File: src/rtl/count_16_monitor_pkg.sv
// Shared definitions for the count_16 monitor: FSM state type, default width
// and the counter next-value rule used by both the checker and reference models.
package count_pkg;

  localparam int WIDTH_DEF = 16;

  typedef enum logic [1:0] {
    IDLE  = 2'd0,
    SYNC  = 2'd1,
    CHECK = 2'd2
  } state_e;

  // Clear beats load, load beats counting; counting wraps modulo 2^WIDTH_DEF.
  function automatic logic [WIDTH_DEF-1:0] count_next(
    input logic [WIDTH_DEF-1:0] v,
    input logic [WIDTH_DEF-1:0] data,
    input logic                 sload,
    input logic                 en,
    input logic                 up,
    input logic                 sclr
  );
    logic [WIDTH_DEF-1:0] r;
    if (sclr)          r = '0;
    else if (sload)    r = data;
    else if (en && up) r = v + 1'b1;
    else if (en)       r = v - 1'b1;
    else               r = v;
    return r;
  endfunction

endpackage

File: src/rtl/count_16_monitor_sat_ctr.sv
// Saturating up-counter: advances by one on inc_i and sticks at all-ones.
module count_sat_ctr #(
  parameter int W = 16
) (
  input  logic         clk_i,
  input  logic         rst_n_i,
  input  logic         inc_i,
  output logic [W-1:0] cnt_o
);

  logic [W-1:0] cnt_q;
  logic [W-1:0] cnt_d;

  always_comb begin
    cnt_d = cnt_q;
    if (inc_i && !(&cnt_q)) cnt_d = cnt_q + 1'b1;
  end

  always_ff @(posedge clk_i) begin
    if (!rst_n_i) cnt_q <= '0;
    else          cnt_q <= cnt_d;
  end

  assign cnt_o = cnt_q;

endmodule

File: src/rtl/count_16_monitor.sv
// Cycle-accurate checker for the count_16 up/down counter.
// Optional wrap-event counting is enabled by defining COUNT_MON_WRAP_EN.
module count_16_monitor
  import count_pkg::*;
#(
  parameter int WIDTH = WIDTH_DEF,
  parameter int ERR_W = 16,
  parameter int CHK_W = 24
) (
  input  logic             Clock,
  input  logic             Reset_n,
  input  logic             Arm,
  input  logic [WIDTH-1:0] Data,
  input  logic             Sload,
  input  logic             Cnt_En,
  input  logic             UpDown,
  input  logic             Sclr,
  input  logic [WIDTH-1:0] Q,
  output logic             Err,
  output logic [ERR_W-1:0] Err_Cnt,
  output logic [WIDTH-1:0] First_Exp,
  output logic [WIDTH-1:0] First_Got,
  output logic [CHK_W-1:0] Chk_Cnt,
  output logic             Synced,
  output logic [15:0]      Wrap_Cnt
);

  state_e           state_q, state_d;
  logic [WIDTH-1:0] model_q, model_d;
  logic             err_q, err_d;
  logic [WIDTH-1:0] first_exp_q, first_exp_d;
  logic [WIDTH-1:0] first_got_q, first_got_d;
  logic             err_inc, chk_inc;
  logic [WIDTH-1:0] next_from_q, next_from_model;

  assign next_from_q     = WIDTH'(count_next(Q, Data, Sload, Cnt_En, UpDown, Sclr));
  assign next_from_model = WIDTH'(count_next(model_q, Data, Sload, Cnt_En, UpDown, Sclr));

  always_comb begin
    state_d     = state_q;
    model_d     = model_q;
    err_d       = 1'b0;
    first_exp_d = first_exp_q;
    first_got_d = first_got_q;
    err_inc     = 1'b0;
    chk_inc     = 1'b0;
    case (state_q)
      IDLE: begin
        if (Arm) state_d = SYNC;
      end
      SYNC: begin
        // Adopt the counter's own next value so the model starts with zero skew.
        if (!Arm) begin
          state_d = IDLE;
        end else begin
          model_d = next_from_q;
          state_d = CHECK;
        end
      end
      CHECK: begin
        if (!Arm) begin
          state_d = IDLE;
        end else begin
          chk_inc = 1'b1;
          if (Q != model_q) begin
            err_d   = 1'b1;
            err_inc = 1'b1;
            if (Err_Cnt == '0) begin
              first_exp_d = model_q;
              first_got_d = Q;
            end
          end
          // Never re-sync to Q: a faulty counter keeps failing until clear/load.
          model_d = next_from_model;
        end
      end
      default: state_d = IDLE;
    endcase
  end

  always_ff @(posedge Clock) begin
    if (!Reset_n) begin
      state_q     <= IDLE;
      model_q     <= '0;
      err_q       <= 1'b0;
      first_exp_q <= '0;
      first_got_q <= '0;
    end else begin
      state_q     <= state_d;
      model_q     <= model_d;
      err_q       <= err_d;
      first_exp_q <= first_exp_d;
      first_got_q <= first_got_d;
    end
  end

  count_sat_ctr #(.W(ERR_W)) u_err_ctr (
    .clk_i   (Clock),
    .rst_n_i (Reset_n),
    .inc_i   (err_inc),
    .cnt_o   (Err_Cnt)
  );

  count_sat_ctr #(.W(CHK_W)) u_chk_ctr (
    .clk_i   (Clock),
    .rst_n_i (Reset_n),
    .inc_i   (chk_inc),
    .cnt_o   (Chk_Cnt)
  );

`ifdef COUNT_MON_WRAP_EN
  logic wrap_inc;

  // Only pure counting steps can wrap; clear and load never do.
  always_comb begin
    wrap_inc = 1'b0;
    if (state_q == CHECK && Arm && !Sclr && !Sload && Cnt_En) begin
      if (UpDown && (&model_q))           wrap_inc = 1'b1;
      if (!UpDown && (model_q == '0))     wrap_inc = 1'b1;
    end
  end

  count_sat_ctr #(.W(16)) u_wrap_ctr (
    .clk_i   (Clock),
    .rst_n_i (Reset_n),
    .inc_i   (wrap_inc),
    .cnt_o   (Wrap_Cnt)
  );
`else
  assign Wrap_Cnt = '0;
`endif

  assign Err       = err_q;
  assign First_Exp = first_exp_q;
  assign First_Got = first_got_q;
  assign Synced    = (state_q == CHECK);

endmodule

File: config.mk
export PLATFORM = sky130hd
export DESIGN_NAME = count_16_monitor
export DESIGN_NICKNAME = d
export VERILOG_FILES = /design/src/rtl/count_16_monitor_pkg.sv /design/src/rtl/count_16_monitor_sat_ctr.sv /design/src/rtl/count_16_monitor.sv
export SDC_FILE = /design/constraint.sdc
export NUM_CORES = 1
export LEC_CHECK = 0
export CAP_MARGIN = 30
export CORE_MARGIN = 2
export CORE_UTILIZATION = 47
export CTS_CLUSTER_DIAMETER = 80
export DETAILED_ROUTE_END_ITERATION = 12
export GPL_TIMING_DRIVEN = 0
export HOLD_SLACK_MARGIN = 0.02
export PLACE_DENSITY_LB_ADDON = 0.08
export SYNTH_ARGS = -nofsm -noshare
export SYNTH_HDL_FRONTEND = slang
export SYNTH_SLANG_ARGS = --single-unit
File: constraint.sdc
create_clock -name Clock -period 3.8 [get_ports Clock]
set_clock_uncertainty 0.05 [all_clocks]
set_input_delay 1.14 -clock Clock [delete_from_list [all_inputs] [get_ports Clock]]
set_output_delay 1.14 -clock Clock [all_outputs]
set_load 0.005 [all_outputs]
# Yosys cells after proc, flatten, opt, wreduce, memory -nomap -nowiden
# Index checks and enable logic that the tools add are counted.
[op_classes] n_reduce_logical=13 n_addsub=6 n_eq_ne=8 n_mux=20
[ops] cell="$mux W16" n=10
[ops] cell="$add A16 B1 Y16 const B" n=3
[ops] cell="$pmux W16 S2" n=1
[ops] cell="$sub A16 B1 Y16 const B" n=2
[ops] cell="$add A24 B1 Y24 const B" n=1
[ops] cell="$reduce_and A24 Y1" n=1
[ops] cell="$logic_not A16 Y1" n=1
[ops] cell="$ne A16 B16 Y1" n=1
[ops] cell="$reduce_and A16 Y1" n=1
[ops] cell="$ne A2 B2 Y1 const B" n=4
[ops] cell="$reduce_and A4 Y1" n=2
[ops] cell="$mux W2" n=3
[ops] cell="$pmux W2 S3" n=1
[ops] cell="$mux W1" n=5
[ops] cell="$ne A5 B4 Y1 const B" n=1
[ops] cell="$logic_and A1 B1 Y1" n=3
[ops] cell="$eq A2 B1 Y1 const B" n=1
[ops] cell="$eq A2 B2 Y1 const B" n=1
[ops] cell="$logic_not A1 Y1" n=2
[ops] cell="$logic_not A2 Y1" n=1
[ops] cell="$reduce_and A2 Y1" n=1
[ops] cell="$reduce_bool A2 Y1" n=1
[totals] regBits=91 word_cells=54 input_bits=39

# Longest topological paths before layout
# Gate-level depths: netlist of the first run.
[logic_depth] ltp_word=7 ltp_mapped=10

# Cells and area by module
# A second synthesis of the first run with hierarchy kept.
[unflattened] hier_cells=736 area_unflattened_um2=6197.2
[by_module_without_submodules] mod="count_16_monitor" cells_each=498 area_each_um2=4149.0 n_inst=1 seq_area_each_um2=1021.0
[by_module_without_submodules] mod="count_sat_ctr (u_chk_ctr)" cells_each=143 area_each_um2=1248.7 n_inst=1 seq_area_each_um2=480.5
[by_module_without_submodules] mod="count_sat_ctr (u_err_ctr)" cells_each=95 area_each_um2=799.5 n_inst=1 seq_area_each_um2=320.3

# Worst setup path before layout of the first run
# Ideal clock, no wire load.
[synth_path] path_kind="input -> register" start="input port UpDown" end="register model_q[15]" path_buffers=1 arrival_time_ns=3.690 path_slack_ns=-0.027 path_stages=9 setup_time_ns=0.087 path_cell_list="buf_1 nand2_1 ha_1 and3_1 a221oi_2 o21ai_0 o311ai_0 a31oi_1 o31ai_1"
[synth_between] elab_chain_cells=6
[synth_rtl] element="start, declared" line="count_16_monitor.sv:16" source="input logic UpDown,"
[synth_rtl] element="$logic_and A1 B1 Y1 (*)" line="count_16_monitor_pkg.sv:25" source="else if (en && up) r = v + 1'b1;"
[synth_rtl] element="$mux W16" line="count_16_monitor_pkg.sv:25"
[synth_rtl] element="$mux W16" line="count_16_monitor_pkg.sv:24" source="else if (sload) r = data;"
[synth_rtl] element="$mux W16" line="count_16_monitor_pkg.sv:23" source="if (sclr) r = '0;"
[synth_rtl] element="$mux W16, on equally long branches" line="count_16_monitor.sv:61, count_16_monitor.sv:53"
[synth_rtl] element="$pmux W16 S2" line="count_16_monitor.sv:47" source="case (state_q)"
[synth_rtl] element="end signal, assigned" line="count_16_monitor.sv:90" source="model_q <= model_d;"
[synth_rtl] element="end, declared" line="count_16_monitor.sv:29" source="logic [WIDTH-1:0] model_q, model_d;"
# Every way passes the cells marked *; elsewhere a longest branch is shown, timed or not. The select of a mux whose other input is x is not followed.
# A chain may end at the register's enable or synchronous reset.

# Worst setup path in the final report of the first run
[layout_path] start="input port Q[0]" end="register u_err_ctr.cnt_q[1], in the netlist u_err_ctr.cnt_o[1]"
[layout_between] elab_chain_cells=5
[layout_rtl] element="start, declared" line="count_16_monitor.sv:18" source="input logic [WIDTH-1:0] Q,"
[layout_rtl] element="$ne A16 B16 Y1" line="count_16_monitor.sv:65" source="if (Q != model_q) begin"
[layout_rtl] element="$mux W1" line="count_16_monitor.sv:65"
[layout_rtl] element="$mux W1" line="count_16_monitor.sv:61" source="if (!Arm) begin"
[layout_rtl] element="$mux W1"
[layout_rtl] element="$logic_and A1 B1 Y1" line="count_16_monitor_sat_ctr.sv:16" source="if (inc_i && !(&cnt_q)) cnt_d = cnt_q + 1'b1;"
[layout_rtl] element="end signal, assigned" line="count_16_monitor_sat_ctr.sv:21" source="else cnt_q <= cnt_d;"
[layout_rtl] element="end, declared" line="count_16_monitor_sat_ctr.sv:11" source="logic [W-1:0] cnt_q;"
# No other way between the ends.

==> reports/metrics.cfg, run 1 <==
[timing]
rsz0062_at_grt=no
max_freq_mhz=294
finalSetupViolations=0
maxSlewViolCount=0
tightest_slew_ns=0.728
tns_ns=0
finalHoldViolations=0
layout_setup_ws_ns=0.399
period_share=0.895
slew_headroom=0.509
post-route-min-period_ns=3.40

[global_route]
track_usage=0.265
grt-ovfl-total=0
grt_max_degree=21
grt_pass1_wl_um=27700
grt_pass1_vias=5441
antenna_found_initial=0

[synth]
synth-seq-area-share=0.310
synth_edf_count=0
synth_cells=710
synth_area_mm2=0.00587
synth_ff_type=dfxtp_1
synth_cell_types=74
avgSynthCellArea_um2=8.27
yosysWarnings=0
yosysTopAreaCell=dfxtp_1
synth_area_leaders=dfxtp_1 31%, mux2i_1 6.5%, ha_1 5.3%, nor2_1 4.9%, xor2_1 4.5%
synth.most_common_cell=dfxtp_1
yosys.area.top_type_share=0.310
ys_ff_latch=91
async_flop_share=0
synth_common_cells=91 x dfxtp_1, 77 x nor2_1, 50 x nand2_1, 38 x mux2i_1, 35 x a21oi_1

[route]
drt_iter0_drc=496
vias=5845
viasPerCell=5.79
wire_per_inst_um=17.2
ant_nets=0
first_pass_iters=7
drc=0
drt_wl_total_um=17400

[critical_path]
worst_path_largest_cell_delay_ns=0.59
crit_fanout=10
cp.arrival_ns=3.58
path_class=input pin to register
worstSetupEndpointType=register
required_ns=3.98
slowest_stage=clkdlybuf4s50_1
cp_top_family=buffers and inverters
startpoint_type=input pin
path_buf_inv=3
path_cells=clkdlybuf4s50_1, xor2_1, nor4_1, nand4_1, nand3_1, buf_2, buf_4, mux2i_1, nor2_1

[floorplanning]
core_area_mm2=0.0121
dieWidth_um=116
start_util=0.485
ios=129
die_h_um=116
std_cell_rows=40
fp.dieArea_mm2=0.0134

[final_layout]
fin_nets=901
area_growth_pct=28.6
stdcell_area_mm2=0.00755
drive_gt1_frac=0.0927
diodes=0

[clock_tree]
post_cts_buffers=0
numCtsBuffers=9
htree_levels=3
cts.reportedPaths.clkPinSlew_ns=0.07
cts_root_buf=clkbuf_16
insertion_delay_ns=0.35
cts_tree=done
cts_sinks=91
cts.path.max_buffers=2

[status]
status=finished clean

[placement]
placed_area_mm2=0.00714
io_buffers=100
dpl.hpwl_um=13200
dp_slack_ns=-1.14
place.gp.congestion=0.917

[worst_hold_path]
hold_class=register to register

[power_and_ir_drop]
seqPwrFrac=0.420
p_switching_uw=695
p_leak_nw=2.81
p_total_mw=2.39
clockPowerShare=0.393
combPwrFrac=0.187
ir_drop_v=0.000224
intPower_mw=1.70
pwr_density_cell_mw_per_mm2=317
netSwitchingFraction=0.291

[run]
drv_cap=0

[cell type report]
cell class | count | area, µm²
Sequential cell | 91 | 1820
Fill cell | 1114 | 4560
Timing Repair Buffer | 100 | 1010
Tap cell | 168 | 210
Multi-Input combinational cell | 557 | 3800
Clock inverter | 5 | 60.1
Clock buffer | 11 | 243
Buffer | 53 | 318
Inverter | 24 | 90.1
[layout by cell type (no fill, tap or decap), types with 4 or more instances in the layout]
cell type / instances
a211o_1: 4
a21o_1: 8
a21oi_1: 34
and2_1: 5
and3_1: 6
and4_1: 8
buf_2: 15
buf_4: 20
clkbuf_1: 16
clkbuf_16: 9
clkdlybuf4s50_1: 98
conb_1: 16
dfxtp_1: 91
ha_1: 23
inv_1: 22
mux2i_1: 38
nand2_1: 49
nand2b_1: 10
nand3_1: 24
nand4_1: 15
nor2_1: 77
nor3_1: 22
nor4_1: 13
o211ai_1: 7
o21a_1: 6
o21ai_0: 33
o221ai_1: 4
o31ai_1: 13
or3_1: 11
or4_1: 13
xnor2_1: 20
xor2_1: 30
[power by group through the flow]
| stage | Combinational (mW) | Clock (mW) | Sequential [mW] |
|---|---|---|---|
| after floorplan | 0.291 | 0 | 1.01 |
| after CTS | 0.431 | 0.951 | 1.00 |
| final | 0.448 | 0.939 | 1.00 |
| after global placement | 0.407 | 0 | 1.02 |
| after detailed placement | 0.415 | 0 | 1.02 |
| after global routing | 0.490 | 0.989 | 1.00 |
[tightest hold or removal path, cell delays in order (launching register included)]
cell and delay, ns:
dfxtp_1 0.33, mux2i_1 0.06, nor2_1 0.07
[repair_timing]
item / CTS / global route
endpoints found under the setup margin: 13 / 7
hold buffers: 0 / 0
pin swaps: 0 / 1
gates resized for setup: 12 / 9
[metal layers]
layer,vias up,global-route usage,part of all wire
met2,236,0.426,0.47
met4,0,0.115,0.025
met3,28,0.0293,0.060
li1,2812,-,-
met1,2769,0.360,0.44
met5,-,0,0
[cell families (layout without fill, tap and decap cells)]
logic type	Yosys count	in the layout	synth area share
mux	38	38	0.0648
xor+xnor	50	50	0.0746
flops	91	91	0.310
simple gates	272	272	0.246
buf+inv	77	193	0.0665
compound gates	155	155	0.180
fa+ha+maj	26	26	0.0567
other cells	1	16	0.000639
[path summary, 6_finish.rpt]
path                                                start                              end  slack [ns]  depth (start not counted)
worst max-delay path                                 Q[0]  u_err_ctr.cnt_o[1]$_SDFFE_PN0P_        0.40                          9
worst min-delay path            First_Exp[9]$_SDFFE_PN0P_        First_Exp[9]$_SDFFE_PN0P_        0.44                          2
worst max register to register    state_q[0]$_SDFFE_PN0P_          model_q[9]$_SDFFE_PN0P_        1.17                          9
worst min register to register  First_Exp[9]$_SDFFE_PN0P_        First_Exp[9]$_SDFFE_PN0P_        0.44                          2
[metrics by stage]
| step | utilization | std cells | hold WS [ns] |
|---|---|---|---|
| after floorplan | - | 725 | 0.417 |
| after global placement | 0.590 | 993 | 0.420 |
| after detailed placement | 0.590 | 993 | 0.434 |
| after CTS | 0.620 | 1009 | 0.446 |
| after global routing | 0.623 | 1009 | 0.478 |
| final | 0.623 | 1009 | 0.442 |
[registers in the layout (all words and copies together) (netlist names)]
| signal | cells |
|---|---|
| Err | 1 |
| First_Exp | 16 |
| First_Got | 16 |
| model_q | 16 |
| state_q | 2 |
| u_chk_ctr.cnt_o | 24 |
| u_err_ctr.cnt_o | 16 |
No activity file was read; power rests on OpenSTA's default activity.
==> run 2, diff against run 1 <==
--- a/config.mk
+++ b/config.mk
@@ -7,12 +7,13 @@
 export LEC_CHECK = 0
 export CAP_MARGIN = 30
 export CORE_MARGIN = 2
-export CORE_UTILIZATION = 47
+export CORE_UTILIZATION = 36
 export CTS_CLUSTER_DIAMETER = 80
 export DETAILED_ROUTE_END_ITERATION = 12
 export GPL_TIMING_DRIVEN = 0
 export HOLD_SLACK_MARGIN = 0.02
 export PLACE_DENSITY_LB_ADDON = 0.08
+export SETUP_SLACK_MARGIN = 0.1
 export SYNTH_ARGS = -nofsm -noshare
 export SYNTH_HDL_FRONTEND = slang
 export SYNTH_SLANG_ARGS = --single-unit
==> reports/metrics.cfg, run 2 (same netlist as run 1, synthesis figures left out) <==
[route]
vias=5794  ; -0.87%
wire_per_inst_um=17.8  ; +3.3%
ant_nets=0  ; unchanged
viasPerCell=5.49  ; -5.3%
drc=0  ; unchanged
drt_wl_total_um=18800  ; +8.1%
first_pass_iters=5  ; -2
drt_iter0_drc=351  ; -29%

[final_layout]
n_fill_cell=1619  ; +45%
drive_gt1_frac=0.0881  ; -0.00465
diodes=0  ; unchanged
largest_register_ffs=24  ; unchanged
final_cells=1056  ; +4.7%
fin_nets=901  ; unchanged
area.sequential_mm2=0.00182  ; unchanged
final_cell_mix=98 x clkdlybuf4s50_1, 91 x dfxtp_1, 77 x nor2_1, 49 x nand2_1, 38 x mux2i_1
multiInputGateArea_mm2=0.00377  ; -0.76%
layout_commonest_cell=clkdlybuf4s50_1
area_growth_pct=29.0

[critical_path]
crit_fanout=20  ; +10
r2r_start=state_q[0]$_SDFFE_PN0P_
r2r_cells=9  ; unchanged
required_ns=4.01  ; +0.03 ns
path_class=input pin to register
reg2reg_to=model_q[15]$_SDFFE_PN0P_
startpoint_type=input pin
r2r_slack_ns=1.13  ; -0.04 ns
cp.arrival_ns=3.78  ; +0.20 ns
worstSetupEndpointType=register

[placement]
placedCellCount=1041  ; +4.8%
place.gp.congestion=0.893  ; -2.6%
dp_slack_ns=-1.24  ; -0.0962 ns
io_buffers=100  ; unchanged
dpl.hpwl_um=14400  ; +9.3%

[global_route]
grt-ovfl-total=0  ; unchanged
gr-usage-met1=0.286  ; -0.0746
grtUsageMet3=0.0204  ; -0.00884
grtUsageMet2=0.361  ; -0.0645
grt_pass1_vias=5484  ; +0.79%
track_usage=0.214  ; -0.0509
antenna_found_initial=0  ; unchanged
grt_max_degree=21  ; unchanged
busiest_layer=met2
grt_pass1_wl_um=29900  ; +7.8%

[worst_hold_path]
worstHoldStart=u_chk_ctr.cnt_o[6]$_SDFFE_PN0P_
whs_endpoint=u_chk_ctr.cnt_o[6]$_SDFFE_PN0P_
hold_depth=2  ; unchanged
hold_class=register to register

[timing]
layout_setup_ws_ns=0.231  ; -0.168 ns
max_freq_mhz=280  ; -4.7%
tightest_slew_ns=0.700  ; -0.0271 ns
slew_headroom=0.527  ; +0.0183
finalSetupViolations=0  ; unchanged
post-route-min-period_ns=3.57  ; +0.168 ns
maxSlewViolCount=0  ; unchanged
finalHoldViolations=0  ; unchanged
rsz0062_at_grt=no
period_share=0.939  ; +0.0442

[floorplanning]
start_util=0.370  ; -0.115
die_h_um=132  ; +14%
dieWidth_um=132  ; +14%
ios=129  ; unchanged
core_area_mm2=0.0159  ; +31%
fp.dieArea_mm2=0.0173  ; +29%
std_cell_rows=46  ; +15%

[clock_tree]
post_cts_buffers=0  ; unchanged
htree_levels=3  ; unchanged
insertion_delay_ns=0.35  ; about the same
numCtsBuffers=9  ; unchanged
cts.path.max_buffers=2  ; unchanged
cts.reportedPaths.clkPinSlew_ns=0.07  ; about the same
cts_sinks=91  ; unchanged
cts_tree=done
cts_root_buf=clkbuf_16

[power_and_ir_drop]
seqPwrFrac=0.420  ; about the same
intPower_mw=1.70  ; +0.52%
ir_drop_v=0.000206  ; -8.1%
clockPowerShare=0.396  ; +0.003
p_switching_uw=685  ; -1.4%
netSwitchingFraction=0.287  ; -0.00389
pwr_density_cell_mw_per_mm2=315  ; -0.36%
p_leak_nw=2.79  ; -0.62%
combPwrFrac=0.184  ; -0.003

[run]
drv_cap=0  ; unchanged

[status]
status=finished clean

run 2: layout make-up:
type / instances / area share
clock inverters: 3 / 0.00628
repair buffers: 100 / 0.132
clock buffers: 12 / 0.0339
plain buffers: 53 / 0.0420
inverters: 24 / 0.0119
multi-input cells: 557 / 0.498
flip-flops and latches: 91 / 0.241
well taps: 216 / 0.0357
run 2: power by group through the flow:
stage                     Clock, mW  Combinational (mW)  Sequential, mW
after floorplan                   0               0.291            1.01
after global placement            0               0.415            1.03
after detailed placement          0               0.419            1.03
after CTS                     0.962               0.432            1.00
after global routing          0.996               0.483            1.01
final                         0.945               0.440            1.00
run 2: worst max path at each step:
stage,startpoint,end,slack (ns)
6_report,Cnt_En,model_q[14]$_SDFFE_PN0P_,0.23
5_1_grt,Cnt_En,model_q[14]$_SDFFE_PN0P_,0.11
4_1_cts,Cnt_En,model_q[15]$_SDFFE_PN0P_,0.24
3_5_place_dp,Cnt_En,model_q[15]$_SDFFE_PN0P_,-1.24
3_3_place_gp,Cnt_En,model_q[15]$_SDFFE_PN0P_,-1.22
2_1_floorplan,UpDown,model_q[15]$_SDFFE_PN0P_,0.16
run 2: what timing repair did:
action	4_1_cts	5_1_grt
pin swaps	1	0
gates resized for setup	14	3
hold buffers	0	0
endpoints found under the setup margin	13	3
run 2: through the flow:
| step | hold slack (ns) | area, µm² | setup TNS [ns] | power [mW] | utilization |
|---|---|---|---|---|---|
| global route | 0.465 | 7570 | 0 | 2.48 | 0.477 |
| CTS | 0.446 | 7560 | 0 | 2.40 | 0.476 |
| detailed placement | 0.430 | 7200 | -11.11 | 1.44 | 0.453 |
| global placement | 0.422 | 7200 | -10.82 | 1.44 | 0.453 |
| floorplan | 0.417 | 5930 | 0 | 1.30 | - |
| finish | 0.439 | 7570 | 0 | 2.39 | 0.477 |
run 2: per-layer routing:
layer | share of wire | up-vias
met3 | 0.047 | 21
met2 | 0.48 | 186
met5 | 0 | -
li1 | - | 2821
met1 | 0.46 | 2766
met4 | 0.016 | 0
run 2: critical path: stages:
cell and delay (ns):
dlygate4sd2_1 0.33, clkbuf_8 0.25, nand2_8 0.14, fa_1 0.46, and3_1 0.23, o2111ai_1 0.33
nand2_1 0.14, a41oi_1 0.36, mux2i_1 0.13, o31ai_1 0.25
==> run 3, diff against run 2 <==
==> constraint.sdc (replaced) <==
create_clock -name Clock -period 3.3 [get_ports Clock]
set_clock_uncertainty 0.05 [all_clocks]
set_input_delay 0.99 -clock Clock [delete_from_list [all_inputs] [get_ports Clock]]
set_output_delay 0.99 -clock Clock [all_outputs]
set_load 0.005 [all_outputs]
==> reports/metrics.cfg, run 3 (same netlist as run 1, synthesis figures left out) <==
[final_layout]
fin_nets=909  ; +0.89%
fin_util=0.484  ; +0.00717
layout_commonest_cell=clkdlybuf4s50_1
area_growth_pct=30.9
final_cells=1064  ; +0.76%
largest_register_ffs=24  ; unchanged
diodes=0  ; unchanged
final_cell_mix=96 x clkdlybuf4s50_1, 91 x dfxtp_1, 77 x nor2_1, 49 x nand2_1, 38 x mux2i_1
drive_gt1_frac=0.108  ; +0.0204
stdcell_area_mm2=0.00769  ; +1.5%

[global_route]
busiest_layer=met2
grtUsageMet3=0.0309  ; +0.0104
grt_max_degree=21  ; unchanged
gr-usage-met1=0.278  ; -0.00739
grt_pass1_vias=5393  ; -1.7%
grt_pass1_wl_um=29200  ; -2.4%
antenna_found_initial=0  ; unchanged
track_usage=0.210  ; -0.00337
grtUsageMet2=0.353  ; -0.00785
grt-ovfl-total=0  ; unchanged

[clock_tree]
cts_tree=done
insertion_delay_ns=0.35  ; about the same
numCtsBuffers=9  ; unchanged
cts_sinks=91  ; unchanged
cts_root_buf=clkbuf_16
hold_buffers=0  ; unchanged
cts.path.max_buffers=2  ; unchanged
htree_levels=3  ; unchanged
cts.reportedPaths.clkPinSlew_ns=0.07  ; about the same

[timing]
slew_headroom=0.462  ; -0.0652
max_freq_mhz=323
tns_ns=0  ; unchanged
holdWs_ns=0.447  ; +0.00837 ns
maxSlewViolCount=0  ; unchanged
period_share=0.937
rsz0062_at_grt=yes
post-route-min-period_ns=3.09
tightest_slew_ns=0.797  ; +0.0965 ns
layout_setup_ws_ns=0.207  ; -0.0238 ns
finalHoldViolations=0  ; unchanged
finalSetupViolations=0  ; unchanged

[critical_path]
required_ns=3.52  ; -0.49 ns
slowest_stage=or4b_2
path_buf_inv=2  ; unchanged
startpoint_type=input pin
cp.arrival_ns=3.31  ; -0.47 ns
cp_top_family=simple AND/OR/NAND/NOR gates
path_class=input pin to register
cpMostUsedCell=o21a_1
worstSetupEndpointType=register
worst_path_largest_cell_delay_ns=0.61  ; +0.15 ns
path_cells=clkdlybuf4s15_2, buf_8, nand2_8, fa_2, nand3_1, a21oi_1, o21a_1, o21a_1, or4b_2, a31oi_1
crit_fanout=11  ; -45%

[floorplanning]
die_h_um=132  ; unchanged
ios=129  ; unchanged
dieWidth_um=132  ; unchanged
std_cell_rows=46  ; unchanged
start_util=0.370  ; unchanged
core_area_mm2=0.0159  ; unchanged
fp.dieArea_mm2=0.0173  ; unchanged

[power_and_ir_drop]
p_switching_uw=806  ; +18%
seqPwrFrac=0.427  ; +0.007
intPower_mw=1.90  ; +11%
ir_drop_v=0.000251  ; +22%
clockPowerShare=0.376  ; -0.020
netSwitchingFraction=0.298  ; +0.0111
p_total_mw=2.71  ; +13%
pwr_density_cell_mw_per_mm2=352  ; +12%
p_leak_nw=2.86  ; +2.3%
combPwrFrac=0.197  ; +0.013

[route]
ant_nets=0  ; unchanged
vias=5751  ; -0.74%
drc=0  ; unchanged
drt_iter0_drc=282  ; -20%
first_pass_iters=4  ; -1
viasPerCell=5.41  ; -1.5%
drt_wl_total_um=18800  ; about the same
wire_per_inst_um=17.7  ; -0.72%

[placement]
dpl.hpwl_um=14400  ; -0.32%
placedCellCount=1041  ; unchanged
io_buffers=100  ; unchanged
placed_area_mm2=0.00721  ; +0.10%
place.gp.congestion=0.878  ; -1.8%
dp_slack_ns=-1.00  ; +0.236 ns

[status]
status=finished clean

[worst_hold_path]
hold_class=register to register

[run]
drv_cap=0  ; unchanged

run 3: cell types whose count changed in the layout (fill, tap and decap cells not counted), moves of 2 or more:
cell             before  now
a21oi_1              35   33
a21oi_2               0    2
buf_4                20   28
clkdlybuf4s15_2       0    2
clkdlybuf4s50_1      98   96
dlygate4sd2_1         2    0
dlymetal6s2s_1        0    2
run 3: area by class of cell:
class / count / area (µm²)
fillers: 1558 / 8200
multi-input cells: 558 / 3840
flip-flops and latches: 91 / 1820
repair buffers: 107 / 1060
plain buffers: 53 / 324
well taps: 216 / 270
clock buffers: 12 / 256
inverters: 24 / 90.1
clock inverters: 3 / 22.5
run 3: worst paths after layout:
path | startpoint | to | slack (ns) | cells after the start
worst max-delay path | UpDown | model_q[8]$_SDFFE_PN0P_ | 0.21 | 10
worst max register to register | state_q[0]$_SDFFE_PN0P_ | model_q[15]$_SDFFE_PN0P_ | 0.70 | 9
worst min-delay path | First_Got[0]$_SDFFE_PN0P_ | First_Got[0]$_SDFFE_PN0P_ | 0.45 | 2
worst min register to register | First_Got[0]$_SDFFE_PN0P_ | First_Got[0]$_SDFFE_PN0P_ | 0.45 | 2
run 3: worst min-delay path, stage by stage, from the launching register on:
cell and delay (ns):
dfxtp_1 0.33, mux2i_1 0.07, nor2_1 0.07
run 3: what timing repair did:
item                                    in CTS  in global routing
resized for setup                           17                 15
pin swaps                                    2                  5
buffers inserted                             2                  5
endpoints found under the setup margin      15                 48
cloned                                       0                  1
run 3: metal layers:
metal  wire length, µm  vias up
met2              8940      135
met4               364        0
li1                  -     2839
met1              8790     2754
met5                 0        -
met3               689       23
run 3: power by group through the flow:
stage / registers (mW) / clock network, mW / logic [mW]
floorplan: 1.16 / 0 / 0.337
global placement: 1.18 / 0 / 0.482
detailed placement: 1.18 / 0 / 0.487
CTS: 1.16 / 1.03 / 0.509
global route: 1.16 / 1.07 / 0.580
finish: 1.16 / 1.02 / 0.533
